<file path="config.mk">
export PLATFORM = sky130hd
export DESIGN_NAME = cpu_timing_gen
export DESIGN_NICKNAME = d
export VERILOG_FILES = /design/src/rtl/cpu_timing_gen_pkg.sv /design/src/rtl/cpu_timing_gen_edge_detect.sv /design/src/rtl/cpu_timing_gen.sv
export SDC_FILE = /design/constraint.sdc
export NUM_CORES = 1
export LEC_CHECK = 0
export ABC_CLOCK_PERIOD_IN_PS = 2300
export CAP_MARGIN = 20
export CORE_AREA = 2 2 39 41
export CTS_CLUSTER_SIZE = 14
export DETAILED_ROUTE_END_ITERATION = 16
export DIE_AREA = 0 0 41 43
export PLACE_DENSITY = 0.73
export SLEW_MARGIN = 20
export SYNTH_ARGS = -nofsm -noshare
export SYNTH_HDL_FRONTEND = slang
export SYNTH_SLANG_ARGS = --single-unit
</file>
<file path="constraint.sdc">
create_clock -name clk_in -period 2.3 [get_ports clk_in]
set_input_delay 0.345 -clock clk_in [delete_from_list [all_inputs] [get_ports clk_in]]
set_output_delay 0.345 -clock clk_in [all_outputs]
set_load 0.1 [all_outputs]
</file>
<file path="src/rtl/cpu_timing_gen_pkg.sv">
// Shared definitions for the BasicCPU timing generator.
// Contents: data width, default T-state count, T0 one-hot constant and
// the sequencer state encoding.
package cpu_timing_gen_pkg;

    localparam int DATA_WIDTH       = 8;
    localparam int DEFAULT_T_STATES = 6;

    // One-hot T0 at the default width; the top re-sizes it to its own width.
    localparam logic [DEFAULT_T_STATES-1:0] T0_ONEHOT = DEFAULT_T_STATES'(1);

    typedef enum logic [1:0] {
        ST_RUN   = 2'd0,
        ST_WAIT  = 2'd1,
        ST_ARMED = 2'd2,
        ST_HALT  = 2'd3
    } fsm_state_t;

endpackage

</file>
<file path="src/rtl/cpu_timing_gen_edge_detect.sv">
// 1-bit rising-edge detector in the clk domain.
// Ports:
//   clk   - clock
//   reset - synchronous active-high reset (clears the history register)
//   d     - level input
//   rise  - high while d is 1 and was 0 at the previous clock edge
module edge_detect (
    input  logic clk,
    input  logic reset,
    input  logic d,
    output logic rise
);

    logic d_q;

    always_ff @(posedge clk) begin
        if (reset) d_q <= 1'b0;
        else       d_q <= d;
    end

    assign rise = d & ~d_q;

endmodule

</file>
<file path="src/rtl/cpu_timing_gen.sv">
// BasicCPU T-state sequencer. Turns rising edges of the divided clock
// (sampled as a level on clk_in) into one-hot T-state advances, with
// free-run, single-step and HLT-halt operation. Everything runs on clk_in.
// Ports:
//   clk_in    - system clock
//   reset     - synchronous active-high reset
//   clk_div   - divided clock level; each rising edge is a tick
//   run_mode  - 1 free run, 0 single-step
//   step      - step request level; rising edge arms one step
//   halt      - HLT decoded, sampled on a tick
//   end_instr - early end of instruction, sampled on a tick
//   t_state   - one-hot current T-state (bit 0 = T0)
//   cycle_en  - one-cycle strobe with each T-state update
//   halted    - sticky halt status
// Build option: define STEP_INSTR_EN to make one step run a whole
// instruction (until an advance lands on T0) instead of one T-state.
module cpu_timing_gen
    import cpu_timing_gen_pkg::*;
#(
    parameter int NUM_T_STATES = DEFAULT_T_STATES
) (
    input  logic                    clk_in,
    input  logic                    reset,
    input  logic                    clk_div,
    input  logic                    run_mode,
    input  logic                    step,
    input  logic                    halt,
    input  logic                    end_instr,
    output logic [NUM_T_STATES-1:0] t_state,
    output logic                    cycle_en,
    output logic                    halted
);

    localparam logic [NUM_T_STATES-1:0] T0 = NUM_T_STATES'(T0_ONEHOT);

    logic                    tick;
    logic                    step_rise;
    logic [NUM_T_STATES-1:0] t_next;
    fsm_state_t              state;

    edge_detect u_tick_det (
        .clk   (clk_in),
        .reset (reset),
        .d     (clk_div),
        .rise  (tick)
    );

    edge_detect u_step_det (
        .clk   (clk_in),
        .reset (reset),
        .d     (step),
        .rise  (step_rise)
    );

    // Wrap on the last T-state or on an early end of instruction.
    always_comb begin
        t_next = {t_state[NUM_T_STATES-2:0], 1'b0};
        if (end_instr || t_state[NUM_T_STATES-1]) t_next = T0;
    end

    always_ff @(posedge clk_in) begin
        if (reset) begin
            state    <= ST_WAIT;
            t_state  <= T0;
            cycle_en <= 1'b0;
            halted   <= 1'b0;
        end else begin
            cycle_en <= 1'b0;
            case (state)
                ST_RUN: begin
                    if (tick) begin
                        t_state  <= t_next;
                        cycle_en <= 1'b1;
                    end
                    // Halt takes effect only with the advance that completes the T-state.
                    if (tick && halt) begin
                        state  <= ST_HALT;
                        halted <= 1'b1;
                    end else if (!run_mode) begin
                        state <= ST_WAIT;
                    end
                end
                ST_WAIT: begin
                    if (run_mode)       state <= ST_RUN;
                    else if (step_rise) state <= ST_ARMED;
                end
                ST_ARMED: begin
                    if (tick) begin
                        t_state  <= t_next;
                        cycle_en <= 1'b1;
                        if (halt) begin
                            state  <= ST_HALT;
                            halted <= 1'b1;
                        end else if (run_mode) begin
                            state <= ST_RUN;
                        end else begin
`ifdef STEP_INSTR_EN
                            if (t_next == T0) state <= ST_WAIT;
`else
                            state <= ST_WAIT;
`endif
                        end
                    end else if (run_mode) begin
                        state <= ST_RUN;
                    end
                end
                default: begin
                    // HALT: frozen until reset.
                    halted <= 1'b1;
                end
            endcase
        end
    end

endmodule

</file>
Word level (Yosys, flattened, before mapping)
Cells that the tools add are included.

operators by class
  equality and inequality tests = 8
  mux-type cells = 15
  bitwise logic cells = 6
  reductions and logical operators = 9

operator list
  cell                count
  $mux 2              7
  $ne 3x3->1 const B  3
  $reduce_and 4->1    2
  $mux 6              1
  $ne 2x2->1 const B  3
  $pmux 2 s3          1
  $mux 1              5
  $not 1->1           4
  $reduce_or 2->1     2
  $pmux 1 s3          1
  $reduce_bool 3->1   1
  $and 1x1->1         2
  $eq 2x1->1 const B  1
  $eq 2x2->1 const B  1
  $logic_not 2->1     1
  $reduce_and 2->1    1
  $logic_and 1x1->1   1
  $logic_or 1x1->1    1

word-level totals
  bits in registers = 12
  input port bits = 7
  output and inout port bits = 8
  word-level logic and storage cells = 44

Depth between registers and ports, before layout
  word-level depth = 5
  gate-level depth with buffers = 7
  mapped depth without buffers = 6

By module
Synthesis repeated with hierarchy kept, for this count alone.

second synthesis, totals
  cell total of the unflattened synthesis = 66
  area total of the unflattened synthesis = 608.1 µm²

modules (own cells, without submodules)
  module          times used  cells an instance  area each (µm²)  seq. area each (µm²)
  cpu_timing_gen  1           60                 513.0            200.2
  edge_detect     2           3                  47.5             20.0

Worst setup path after synthesis
Ideal clock, no wire load.

  path type = register to register
  start point = register t_state[5]
  end point = register t_state[1]
  library setup time = 0.132 ns
  data arrival time = 1.397 ns
  setup slack = 0.771 ns
  stages on the path, launching flop included = 4
  buffers on the path = 0
  clock period less this slack = 1.529 ns
  path through = dfxtp_1 nor2_1 nand3_1 a21oi_1

between the ends
  word-level cells in the longest chain between the ends = 2

ends and longest elaborated chain
  element                 RTL line              text
  start, declared         cpu_timing_gen.sv:29  output logic [NUM_T_STATES-1:0] t_state,
  start signal, assigned  cpu_timing_gen.sv:72  t_state <= t_next;
  start signal, assigned  cpu_timing_gen.sv:89  t_state <= t_next;
  $logic_or 1x1->1        cpu_timing_gen.sv:58  if (end_instr || t_state[NUM_T_STATES-1]) t_next = T0;
  $mux 6                  cpu_timing_gen.sv:58

No other way between the ends.
A chain may end at the register's enable or synchronous reset.

Worst setup path in the final report
  start point = register state[0]
  end point = register t_state[0]

between the ends
  word-level cells in the longest chain between the ends = 3
  elaborated cells between the ends (all ways) = 4
  those cells by class = eq/ne: 1; reduce/logical: 3

ends and longest elaborated chain
  element                                               RTL line              text
  start, declared                                       cpu_timing_gen.sv:39  fsm_state_t state;
  start signal, assigned                                cpu_timing_gen.sv:63  state <= ST_WAIT;
  start signal, assigned                                cpu_timing_gen.sv:77  state <= ST_HALT;
  start signal, assigned                                cpu_timing_gen.sv:80  state <= ST_WAIT;
  $eq 2x2->1 / $logic_not 2->1 (equally long branches)  cpu_timing_gen.sv:69  case (state)
  $reduce_or 2->1 (no source line) (*)                  n/a
  $reduce_and 2->1 (no source line) (*)                 n/a

Every way passes the cells marked *; elsewhere a longest branch is shown, timed or not.

==> run_results.csv <==
group,metric,value,unit
outcome,run_status,"complete, no violations",
critical_path,arrival,1790,ps
die,num_rows,14,
power_and_ir_drop,vdd_drop_max,528,uV
synthesis,synth-main-ff-cell,"dfxtp_1",
global_routing,grt_pass1_wl,1.83,mm
power_and_ir_drop,clockPowerShare,21.9,%
timing,finalCritPeriodShare,70.4,%
die,die_h,43,um
clocking,clk_latency,280,ps
timing,fmax,0.618,GHz
timing,skew,3.31,ps
detailed_routing,via_count,501,
hold_path,hp-class,"flip-flop to flip-flop",
detailed_routing,drc,0,
timing,rsz0062_at_grt,"false",
synthesis,ys_warn_count,0,
detailed_routing,drt_first_pass_iters,4,
clocking,cts_tree,"yes",
power_and_ir_drop,comb_power_share,44.7,%
clocking,path_clk_slew,80,ps
power_and_ir_drop,leakagePower,0.313,nW
finish,nets,95,
critical_path,cp-start-kind,"flip-flop",
critical_path,crit_fanout,8,
die,design.core.area,1380,um^2
clocking,post_cts_resized,0,
synthesis,synthesis.area,586,um^2
power_and_ir_drop,netSwitchingFraction,43.0,%
power_and_ir_drop,seqPwrFrac,33.4,%
placed_design,hpwl,812,um
detailed_routing,wl_per_cell,11.9,um
synthesis,synth_edf_count,0,
placed_design,place.gp.congestion,0.788,
synthesis,seq_area_frac_synth,41.0,%
clocking,post_cts_buffers,0,
timing,fin_tns_setup,0,ps
clocking,cts_inserted_buffers,3,
synthesis,async_reset_ff_share,0,%
detailed_routing,ant_nets,0,
power_and_ir_drop,p_per_area,1060,nW/um^2
detailed_routing,vias_per_cell,5.06,
global_routing,overflow,0,
die,die_w,41,um
global_routing,grt_pass1_vias,440,
critical_path,required,2470,ps
clocking,root_buffer,"clkbuf_4",
timing,tightest_slew,474,ps
critical_path,crit_start,"state[0]$_SDFFE_PP1P_",
critical_path,endpoint_kind,"flip-flop",
critical_path,regToRegStartpoint,"state[0]$_SDFFE_PP1P_",
synthesis,ys_seq_elements,12,
hold_path,hold_start,"t_state[4]$_SDFFE_PP0P_",
die,ios,15,
timing,period_minus_slack,1620,ps
critical_path,path_class,"flip-flop to flip-flop",
die,die-area,1760,um^2
clocking,cts_buffer_depth,2,
timing,drv_slew,0,
finish,layout-drive-gt1-share,18.1,%
power_and_ir_drop,internal_power,0.451,mW
placed_design,port_buffers,14,
finish,antenna_cells,0,
placed_design,dpl_cell_area,711,um^2
global_routing,grt_max_degree,14,
power_and_ir_drop,p_sw,0.341,mW
synthesis,synth.avg_cell_area,8.74,um^2
clocking,cts_sinks,12,
finish,fin_area,747,um^2
global_routing,grt.total_usage,16.1,%
detailed_routing,drt_wl_total,1.18,mm
timing,setup_viol,0,
clocking,ctsHoldBuffers,0,
die,initial_core_util,42.3,%
finish,syn_to_final_growth,27.6,%
clocking,h-tree-depth,1,
timing,timing.slew.headroom,68.3,%
synthesis,synth_nets,78,
global_routing,antenna_found_initial,0,
job,drv_cap,0,
finish,fin_util,54.0,%
timing,finalHoldViolCount,0,
synthesis,ys_types,21,
detailed_routing,drt_iter0_drc,16,
synthesis,syn_inst,67,
==> flip-flops by register name (all words and copies together), names as in the netlist <==
name            cells
state               2
t_state             6
u_step_det.d_q      1
cycle_en            1
u_tick_det.d_q      1
halted              1
==> per-layer routing <==
layer	up-vias	share of wire [%]	track usage, %
met4	0	1.9	12.0
met2	13	50	24.7
met3	2	3.9	6.28
met1	230	44	16.6
li1	256	-	-
met5	-	0	0
==> area by class of cell <==
cell class              count  area, um^2
fillers                   130         637
inverters                   5        18.8
multi-input cells          48         312
well taps                  16        20.0
clock buffers               4        36.3
repair buffers             14         120
flip-flops and latches     12         240
==> layout by cell type, fill, tap and decap left out <==
master           instances
nand3b_1                 1
clkbuf_4                 3
inv_1                    5
or2_1                    1
nand2b_1                 1
o21ai_0                  1
nor2_1                   8
a211o_1                  1
a211oi_1                 1
nor2b_1                  4
a21oi_2                  1
a311oi_1                 1
nand2b_4                 1
a221oi_4                 1
dfxtp_1                 12
nand3_1                  6
clkbuf_8                 1
mux2i_1                  1
nand2_1                  6
buf_4                    8
ha_1                     4
clkdlybuf4s50_1          6
a21oi_1                  9
==> kinds of logic after synthesis <==
family / count (synthesis) / share of synthesized area [%]
muxes: 1 / 1.71
DFF: 12 / 41.0
AOI/OAI and AO/OA: 15 / 18.8
and+or+nand+nor: 28 / 24.1
buffers and inverters: 7 / 5.77
adders and majority gates: 4 / 8.55
==> worst max-delay path, cell delays in order, from the launching register on <==
cell and delay (ps):
dfxtp_1 380, inv_1 90, ha_1 270, nor2_1 160, or2_1 270, nor2_1 80, a211o_1 260
==> Yosys cell counts (all sizes together), types with 2 or more instances <==
library cell / count / area, um^2
dfxtp: 12 / 240
nand3: 6 / 30.0
nor2b: 4 / 25.0
nor2: 8 / 30.0
a21oi: 10 / 53.8
nand2: 6 / 22.5
ha: 4 / 50.1
inv: 5 / 18.8
nand2b: 2 / 20.0
==> final timing paths <==
check                                 end  slack, ps  cells past startpoint
setup reg to reg  t_state[0]$_SDFFE_PP1P_        680                      6
hold / removal    t_state[4]$_SDFFE_PP0P_        470                      2
hold reg to reg   t_state[4]$_SDFFE_PP0P_        470                      2
setup / recovery  t_state[0]$_SDFFE_PP1P_        680                      6
==> power groups by stage <==
stage / Sequential (mW) / Combinational [mW] / Clock [mW]
2_1_floorplan: 0.386 / 0.170 / 0
3_3_place_gp: 0.267 / 0.349 / 0
3_5_place_dp: 0.268 / 0.351 / 0
4_1_cts: 0.264 / 0.354 / 0.179
5_1_grt: 0.268 / 0.382 / 0.191
6_report: 0.265 / 0.354 / 0.174
==> metrics by stage <==
stage	setup slack [ps]	power, mW	instances	hold WS [ps]
2_1_floorplan	771	0.555	67	417
3_3_place_gp	577	0.616	95	450
3_5_place_dp	574	0.620	95	463
4_1_cts	684	0.797	99	474
5_1_grt	570	0.841	99	503
6_report	682	0.792	99	473
Power figures use the tool's default switching activity.
